File: src/rtl/beta_mmio_point_port.sv
// Beta IO-region responder: small register file plus a show-ahead point FIFO
// feeding the laser projector. The CPU pushes points by bus write and the
// projector drains them with a valid/ready handshake. There is also a popped-point
// counter, sticky overflow/underrun flags and a low-water interrupt.
module beta_mmio_point_port #(
    parameter int FIFO_DEPTH = 16,
    parameter int LOW_WATER  = 4
) (
    input  logic        clk,
    input  logic        reset,
    input  logic        sel_IO,
    input  logic [31:0] addr,
    input  logic        wr,
    input  logic [31:0] wdata,
    output logic [31:0] rdata,
    output logic [11:0] pt_x,
    output logic [11:0] pt_y,
    output logic        pt_laser,
    output logic        pt_valid,
    input  logic        pt_ready,
    output logic        irq
);

    localparam int AW = $clog2(FIFO_DEPTH);
    localparam logic [AW:0] DEPTH_C = (AW+1)'(FIFO_DEPTH);
    localparam logic [AW:0] LOW_C   = (AW+1)'(LOW_WATER);

    // Point storage: {laser, y, x}. The head is read asynchronously so the
    // projector sees it in the same cycle it becomes valid (show-ahead).
    logic [24:0]   mem [FIFO_DEPTH];

    logic [AW-1:0] rd_ptr_reg, rd_ptr_next;
    logic [AW-1:0] wr_ptr_reg, wr_ptr_next;
    logic [AW:0]   count_reg, count_next;
    logic          run_reg, irq_en_reg;
    logic          overflow_reg, underrun_reg, irq_pending_reg;
    logic [31:0]   point_count_reg;
    logic [31:0]   read_word;

    logic [2:0]    idx;
    logic          bus_wr, bus_rd;
    logic          push_req, push_ok, ctrl_wr, flush, ack_wr;
    logic          empty, full, pop, pop_eff;
    logic          overflow_set, underrun_set, irq_set;
    logic [24:0]   head;
    logic [31:0]   status_word;
    logic          unused_bits;

    assign unused_bits = ^{addr[31:5], addr[1:0], wdata[31:25]};

    assign idx      = addr[4:2];
    assign bus_wr   = sel_IO & wr;
    assign bus_rd   = sel_IO & ~wr;
    assign push_req = bus_wr & (idx == 3'd0);
    assign ctrl_wr  = bus_wr & (idx == 3'd2);
    assign flush    = ctrl_wr & wdata[2];
    assign ack_wr   = bus_wr & (idx == 3'd3);

    assign empty    = (count_reg == '0);
    assign full     = (count_reg == DEPTH_C);
    assign pt_valid = run_reg & ~empty;
    assign pop      = pt_valid & pt_ready;
    // A flush discards the queue at this edge, so a handshake in the same
    // cycle does not count as a consumed point.
    assign pop_eff  = pop & ~flush;

    // A full FIFO still accepts a push when the head leaves in the same cycle.
    assign push_ok      = push_req & (~full | pop_eff);
    assign overflow_set = push_req & full & ~pop_eff;
    assign underrun_set = run_reg & empty & pt_ready;
    assign irq_set      = pop_eff & (count_reg == LOW_C);

    assign head     = mem[rd_ptr_reg];
    assign pt_x     = pt_valid ? head[11:0]  : 12'd0;
    assign pt_y     = pt_valid ? head[23:12] : 12'd0;
    assign pt_laser = pt_valid & head[24];
    assign irq      = irq_pending_reg & irq_en_reg;

    assign status_word = {15'd0, irq_pending_reg, 3'd0, underrun_reg, overflow_reg,
                          empty, full, 9'(count_reg)};

    // Next pointer/count values; flush overrides any concurrent pop.
    always_comb begin
        rd_ptr_next = rd_ptr_reg;
        wr_ptr_next = wr_ptr_reg;
        count_next  = count_reg;
        if (push_ok) wr_ptr_next = wr_ptr_reg + 1'b1;
        if (pop_eff) rd_ptr_next = rd_ptr_reg + 1'b1;
        case ({push_ok, pop_eff})
            2'b10:   count_next = count_reg + 1'b1;
            2'b01:   count_next = count_reg - 1'b1;
            default: count_next = count_reg;
        endcase
        if (flush) begin
            rd_ptr_next = '0;
            wr_ptr_next = '0;
            count_next  = '0;
        end
    end

    // Read mux over pre-edge register state.
    always_comb begin
        read_word = '0;
        case (idx)
            3'd1:    read_word = status_word;
            3'd2:    read_word = {30'd0, irq_en_reg, run_reg};
            3'd4:    read_word = point_count_reg;
            default: read_word = '0;
        endcase
    end

    // Point storage write; contents need no reset since pointers gate them.
    always_ff @(posedge clk) begin
        if (push_ok) mem[wr_ptr_reg] <= wdata[24:0];
    end

    // FIFO bookkeeping, control, sticky flags, counter and read data.
    always_ff @(posedge clk or posedge reset) begin
        if (reset) begin
            rd_ptr_reg      <= '0;
            wr_ptr_reg      <= '0;
            count_reg       <= '0;
            run_reg         <= 1'b0;
            irq_en_reg      <= 1'b0;
            overflow_reg    <= 1'b0;
            underrun_reg    <= 1'b0;
            irq_pending_reg <= 1'b0;
            point_count_reg <= '0;
            rdata           <= '0;
        end else begin
            rd_ptr_reg <= rd_ptr_next;
            wr_ptr_reg <= wr_ptr_next;
            count_reg  <= count_next;
            if (ctrl_wr) begin
                run_reg    <= wdata[0];
                irq_en_reg <= wdata[1];
            end
            // Sticky bits: a new set beats a same-cycle acknowledge.
            overflow_reg    <= overflow_set | (overflow_reg & ~(ack_wr & wdata[1]));
            underrun_reg    <= underrun_set | (underrun_reg & ~(ack_wr & wdata[2]));
            irq_pending_reg <= irq_set | (irq_pending_reg & ~(ack_wr & wdata[0]));
            if (pop_eff) point_count_reg <= point_count_reg + 1'b1;
            if (bus_rd) rdata <= read_word;
        end
    end

endmodule

File: config.mk
export PLATFORM = sky130hd
export DESIGN_NAME = beta_mmio_point_port
export DESIGN_NICKNAME = d
export VERILOG_FILES = /design/src/rtl/beta_mmio_point_port.sv
export SDC_FILE = /design/constraint.sdc
export NUM_CORES = 1
export LEC_CHECK = 0
export ABC_AREA = 1
export ABC_CLOCK_PERIOD_IN_PS = 4300
export BUFFER_PORTS_ARGS = -buffer_cell sky130_fd_sc_hd__buf_2
export CORE_MARGIN = 1
export CORE_UTILIZATION = 55
export DETAILED_ROUTE_END_ITERATION = 10
export PLACE_DENSITY = 0.75
export SKIP_CTS_REPAIR_TIMING = 1
export SLEW_MARGIN = 10
export SYNTH_ARGS = -nofsm -noshare
export SYNTH_HDL_FRONTEND = slang
export SYNTH_SLANG_ARGS = --single-unit
File: constraint.sdc
create_clock -name clk -period 4.3 [get_ports clk]
set_clock_uncertainty 0.05 [all_clocks]
set_input_delay 0.86 -clock clk [delete_from_list [all_inputs] [get_ports clk]]
set_output_delay 0.86 -clock clk [all_outputs]
set_load 0.02 [all_outputs]
* Word-level counts from Yosys, hierarchy flattened
Memory sizes are Yosys's and may differ from the RTL's.
Cells that the tools add are included.
** Storage, ports and cells
- Flip-flop bits (word level) :: 82
- Bits in latches :: 0
- RAM bits :: 400
- Bits in read-only memories :: 0
- Bits of input ports :: 69
- Output and inout port bits :: 59
- Memories kept :: 1
** Memory list
- mem :: words 16, width 25, rd ports 1, clocked after Yosys merged registers in 0, wr ports 1, RTL line 30 : logic [24:0] mem [FIFO_DEPTH];
** Cells by class
- Add/subtract/negate cells :: 5
- Multiply operators :: 0
- Div/mod/pow operators :: 0
- Order comparisons :: 0
- Equal/unequal tests :: 8
- Shifts and indexed selects :: 0
- Mux-type cells :: 11
- Bitwise gates (word level) :: 35
- Reductions and logical operators :: 5
** Operator list (number)
- $pmux 32 s3 :: 1
- $add 32x1->32 const B :: 1
- $mux 12 :: 2
- $and 1x1->1 :: 23
- $mux 4 :: 4
- $pmux 5 s2 :: 1
- $add 4x1->4 const B :: 2
- $not 1->1 :: 8
- $eq 3x2->1 const B :: 2
- $add 5x1->5 const B :: 1
- $eq 5x3->1 const B :: 1
- $eq 5x5->1 const B :: 1
- $logic_not 5->1 :: 1
- $mux 5 :: 1
- $sub 5x1->5 const B :: 1
- $or 1x1->1 :: 4
- $reduce_bool 2->1 :: 2
- $eq 3x1->1 const B :: 1
- $eq 3x3->1 const B :: 1
- $logic_not 3->1 :: 1
- $reduce_bool 3->1 :: 1
- $eq 2x1->1 const B :: 1
- $eq 2x2->1 const B :: 1
- $mux 1 :: 2

* Longest topological paths before layout
- Depth in word-level cells :: 10
- Depth in mapped cells :: 17

* Least setup slack after synthesis
Ideal clock, no wire load.
- Kind :: input-to-reg
- Start :: input addr[3]
- End :: memory mem[15][0], enable pin
- Setup time :: 0.407 ns
- Data arrival time :: 2.829 ns
- Setup slack :: 1.014 ns
- Stages :: 9
- Buffers on the path :: 0
- Cells stage by stage :: nor2_2 -> nand3_1 -> inv_1 -> nand2_2 -> inv_2 -> nand2_2 -> nor2_1 -> inv_2 -> nor2_1
** On the way
- Word-level cells in the longest chain between the ends :: 9
** RTL lines
- start: declaration :: RTL line 12 : input logic [31:0] addr,
- $eq 3x2->1 :: RTL line 55 : assign ctrl_wr = bus_wr & (idx == 3'd2);
- $and 1x1->1 :: RTL line 55
- $and 1x1->1 :: RTL line 56 : assign flush = ctrl_wr & wdata[2];
- $not 1->1 :: RTL line 65 : assign pop_eff = pop & ~flush;
- $and 1x1->1 :: RTL line 65
- $or 1x1->1 :: RTL line 68 : assign push_ok = push_req & (~full | pop_eff);
- $and 1x1->1 * :: RTL line 68
- $mux 1 * :: RTL line 114 : if (push_ok) mem[wr_ptr_reg] <= wdata[24:0];
- $mux 1 (not written as such) * :: RTL line 114
- end: declaration :: RTL line 30
Mark *: on every way between the ends. The rest lies on a longest branch, timed or not.

* Worst setup path after layout
- Start :: register rd_ptr_reg[1]
- End :: output pt_x[11]
** On the way
- Word-level cells in the longest chain between the ends :: 2
** RTL lines
- start: declaration :: RTL line 32 : logic [AW-1:0] rd_ptr_reg, rd_ptr_next;
- start signal: assignment :: RTL line 131 : rd_ptr_reg <= rd_ptr_next;
- $mem_v2 16x25
- $mux 12 :: RTL line 74 : assign pt_x = pt_valid ? head[11:0] : 12'd0;
- end: declaration :: RTL line 16 : output logic [11:0] pt_x,
Every way passes these cells.

==> results.tsv <==
stage	metric	value	unit
outcome	outcome	completed	
global_routing	met3 usage	0.0429	
min_path	Worst Hold End	rdata[24]	
synth	Post-synth EDFFs	400	
global_routing	GR peak layer	met2	
drt	wire per inst	19.9	microns
die	core area	0.0365	sq mm
cells_and_area	Largest register FFs	400	
drt	routed vias/inst	5.73	
sta	RSZ-0062 raised after global routing	no	
cells_and_area	Layout Nets	1805	
setup_path	type of origin of the critical path	flip-flop	
synth	Avg Inst Size Synth	12.4	sq um
drt	initial DRC count	1255	
synth	Mapped Nets	1716	
clock_network	total CTS buffers	48	
sta	Max Clk Rate	0.242	GHz
global_routing	GR Util met1	0.329	
placed_design	port buffer count	91	
power	power density cells	576	mW/mm^2
setup_path	required time worst endpoint	3390	ps
cells_and_area	ratio of cells with drive above 1 in the final layout	0.151	
clock_network	CTS HTree Levels	2	
setup_path	WP data arrival	3220	ps
synth	warning count from the yosys run	0	
synth	sequential share of the synthesized area	0.689	
global_routing	GRT overflow	0	
job	max-cap violation count	0	
setup_path	WP buf/inv	3	
placed_design	placed insts	2147	
clock_network	clk buf depth	3	
sta	Max transition margin	0.217	
sta	Worst Tran Pin Value	1170	ps
setup_path	R2R Path End	mem[0][7]	
placed_design	placer congestion estimate	0.879	
drt	routed wire length	44500	microns
die	Die Ht	195	microns
drt	Pre-antenna DRT Iters	5	
setup_path	slowest stage delay, CP	870	ps
clock_network	clock-pin slew on the worst setup and hold paths	60	ps
synth	Netlist cell types	47	
sta	Final Hold Fails	0	
setup_path	CP Capture Type	output port	
die	Boundary Pins	128	
drt	ANT nets after route	0	
cells_and_area	Layout area overhead	11.8	%
setup_path	R2R setup slack	1220	ps
sta	setup TNS	0	ps
setup_path	Critical R2R Launch	count_reg[0]	
global_routing	largest net degree at the start of global routing	118	
min_path	hold path startpoint	rdata[24]	
setup_path	Worst path top cell family by delay	buffers and inverters	
clock_network	clock sink total	482	
setup_path	most frequent CP cell	nand2_1	
setup_path	crit path kind	reg -> out	
global_routing	met2 Use GR	0.388	
sta	final setup vio count	0	
power	Max VDD drop	374	uV
min_path	hold path cells	2	
synth	Post-Syn Instances	1640	
cells_and_area	Post-Layout Cell Count	2234	
synth	Yosys reg bits	482	
clock_network	TritonCTS clock tree	built	
clock_network	root buffer cell	clkbuf_16	
synth	Synth Flop Type	edfxtp_1	
global_routing	first-pass GRT wire length	69300	microns
setup_path	worst-path cell chain	inv_2 > buf_12 > o21ai_0 > nand2_1 > nand2_1 > nor2_1 > a211oi_2 > buf_2	
die	Initial Util	0.559	
setup_path	R2R depth	11	
drt	Residual DRC	0	
sta	share of the clock period used by the worst path	0.960	
die	row cnt	70	
global_routing	vias in the first global route	12600	
power	Leak	9.03	nW
sta	minimum clock period	4130	ps
sta	fin. max-slew vios	0	
die	die area	0.0379	sq mm
die	Die W	195	microns
placed_design	Post-DP HPWL	25700	microns
synth	mapped cell area	0.0204	sq mm
clock_network	Worst-Skew Late Latency	580	ps
global_routing	Global Route Usage Sum	0.239	
synth	post-synthesis async set-or-reset flop share	0.170	
min_path	HP Class	reg -> reg	
power	Final Power	13.1	mW
setup_path	CP max stage cell	dfrtp_4	
setup_path	crit path max fanout	79	
cells_and_area	Core Util, Final	0.625	
drt	DR vias	12800	
global_routing	initial antenna violation count	2	
-- synth_stat cells, types with 3 or more instances --
master    number  share of area
buf_1         13         0.0024
a211oi_2      23          0.014
a21oi_1      105          0.026
inv_1        143          0.026
o21ai_0      122          0.030
nand4_1       11         0.0034
o211ai_1      26         0.0096
o21ai_1      101          0.025
nand3_1       38         0.0093
inv_2         10         0.0018
buf_6         15         0.0083
nor2_1        71          0.013
nor2_2         4         0.0012
mux2i_1      100          0.049
edfxtp_1     400           0.59
o22ai_1        3        0.00092
nor4_1         3        0.00092
nand2_1      230          0.042
a32o_1         3         0.0015
ha_1           7         0.0043
xnor2_1        6         0.0026
nand2_2        3        0.00092
clkbuf_1      37         0.0068
xor2_1        26          0.011
dfrtp_1       82           0.10
buf_4          3         0.0011
nor3_1        10         0.0025
buf_2         15         0.0037
o31ai_1        7         0.0026
-- tightest hold or removal path: cells and delay by family, from the launching register on --
kind / cells / cell delay [ps]
flops: 1 / 330
simple gates: 2 / 110
-- metal layers --
layer / up-vias / part of all wire
li1: 5995 / -
met1: 6256 / 0.42
met3: 73 / 0.074
met2: 470 / 0.48
met5: - / 0
met4: 0 / 0.023
-- how the worst max path moves through the flow --
stage | startpoint | end | slack [ps] | cells after the start
after detailed placement | wdata[2] | mem[0][4] | 610 | 9
after floorplan | addr[3] | mem[15][0] | 1010 | 9
after global routing | rd_ptr_reg[1] | pt_x[11] | 10 | 8
after global placement | addr[4] | mem[2][4] | 600 | 12
final | rd_ptr_reg[1] | pt_x[11] | 170 | 8
after CTS | rd_ptr_reg[1] | pt_x[11] | 160 | 8
-- placed cells by master, fill, tap and decap left out, types with 49 or more instances in the layout --
| cell type | count |
|---|---|
| a21oi_1 | 105 |
| buf_2 | 91 |
| clkbuf_16 | 49 |
| dfrtp_1 | 79 |
| edfxtp_1 | 400 |
| inv_1 | 142 |
| mux2i_1 | 100 |
| nand2_1 | 229 |
| nor2_1 | 55 |
| o21ai_0 | 122 |
| o21ai_1 | 101 |
-- where the power goes --
group / internal (mW) / leakage, nW / switching (mW)
registers: 5.20 / 4.66 / 0.313
clock network: 2.27 / 0.718 / 1.68
logic: 1.26 / 3.64 / 2.41
total: 8.74 / 9.03 / 4.40
-- per-stage QoR --
step | setup WS [ps] | cell area, sq um | hold slack, ps
after global routing | 11.9 | 22800 | 453
after detailed placement | 612 | 21300 | 410
after CTS | 159 | 22800 | 428
after floorplan | 1010 | 20400 | 421
after global placement | 605 | 21300 | 409
final | 172 | 22800 | 427
-- area by class of cell --
cell class                      count  area, sq um
Antenna cell                        1         2.50
Clock buffer                       69         1340
Fill cell                        2689        13700
Tap cell                          468          586
Sequential cell                   482        14100
Multi-Input combinational cell    916         5310
Inverter                          156          591
Clock inverter                     17          141
Timing Repair Buffer              125          773
-- cell families after synthesis --
kind of cell	Yosys count	share of synthesized area
AOI/OAI and AO/OA	394	0.111
adders and majority gates	7	0.00429
muxes	100	0.0490
buffers and inverters	242	0.0530
and+or+nand+nor	383	0.0803
DFF	482	0.689
xor gates and xnor gates	32	0.0137
(Power assumes the default switching activity.)
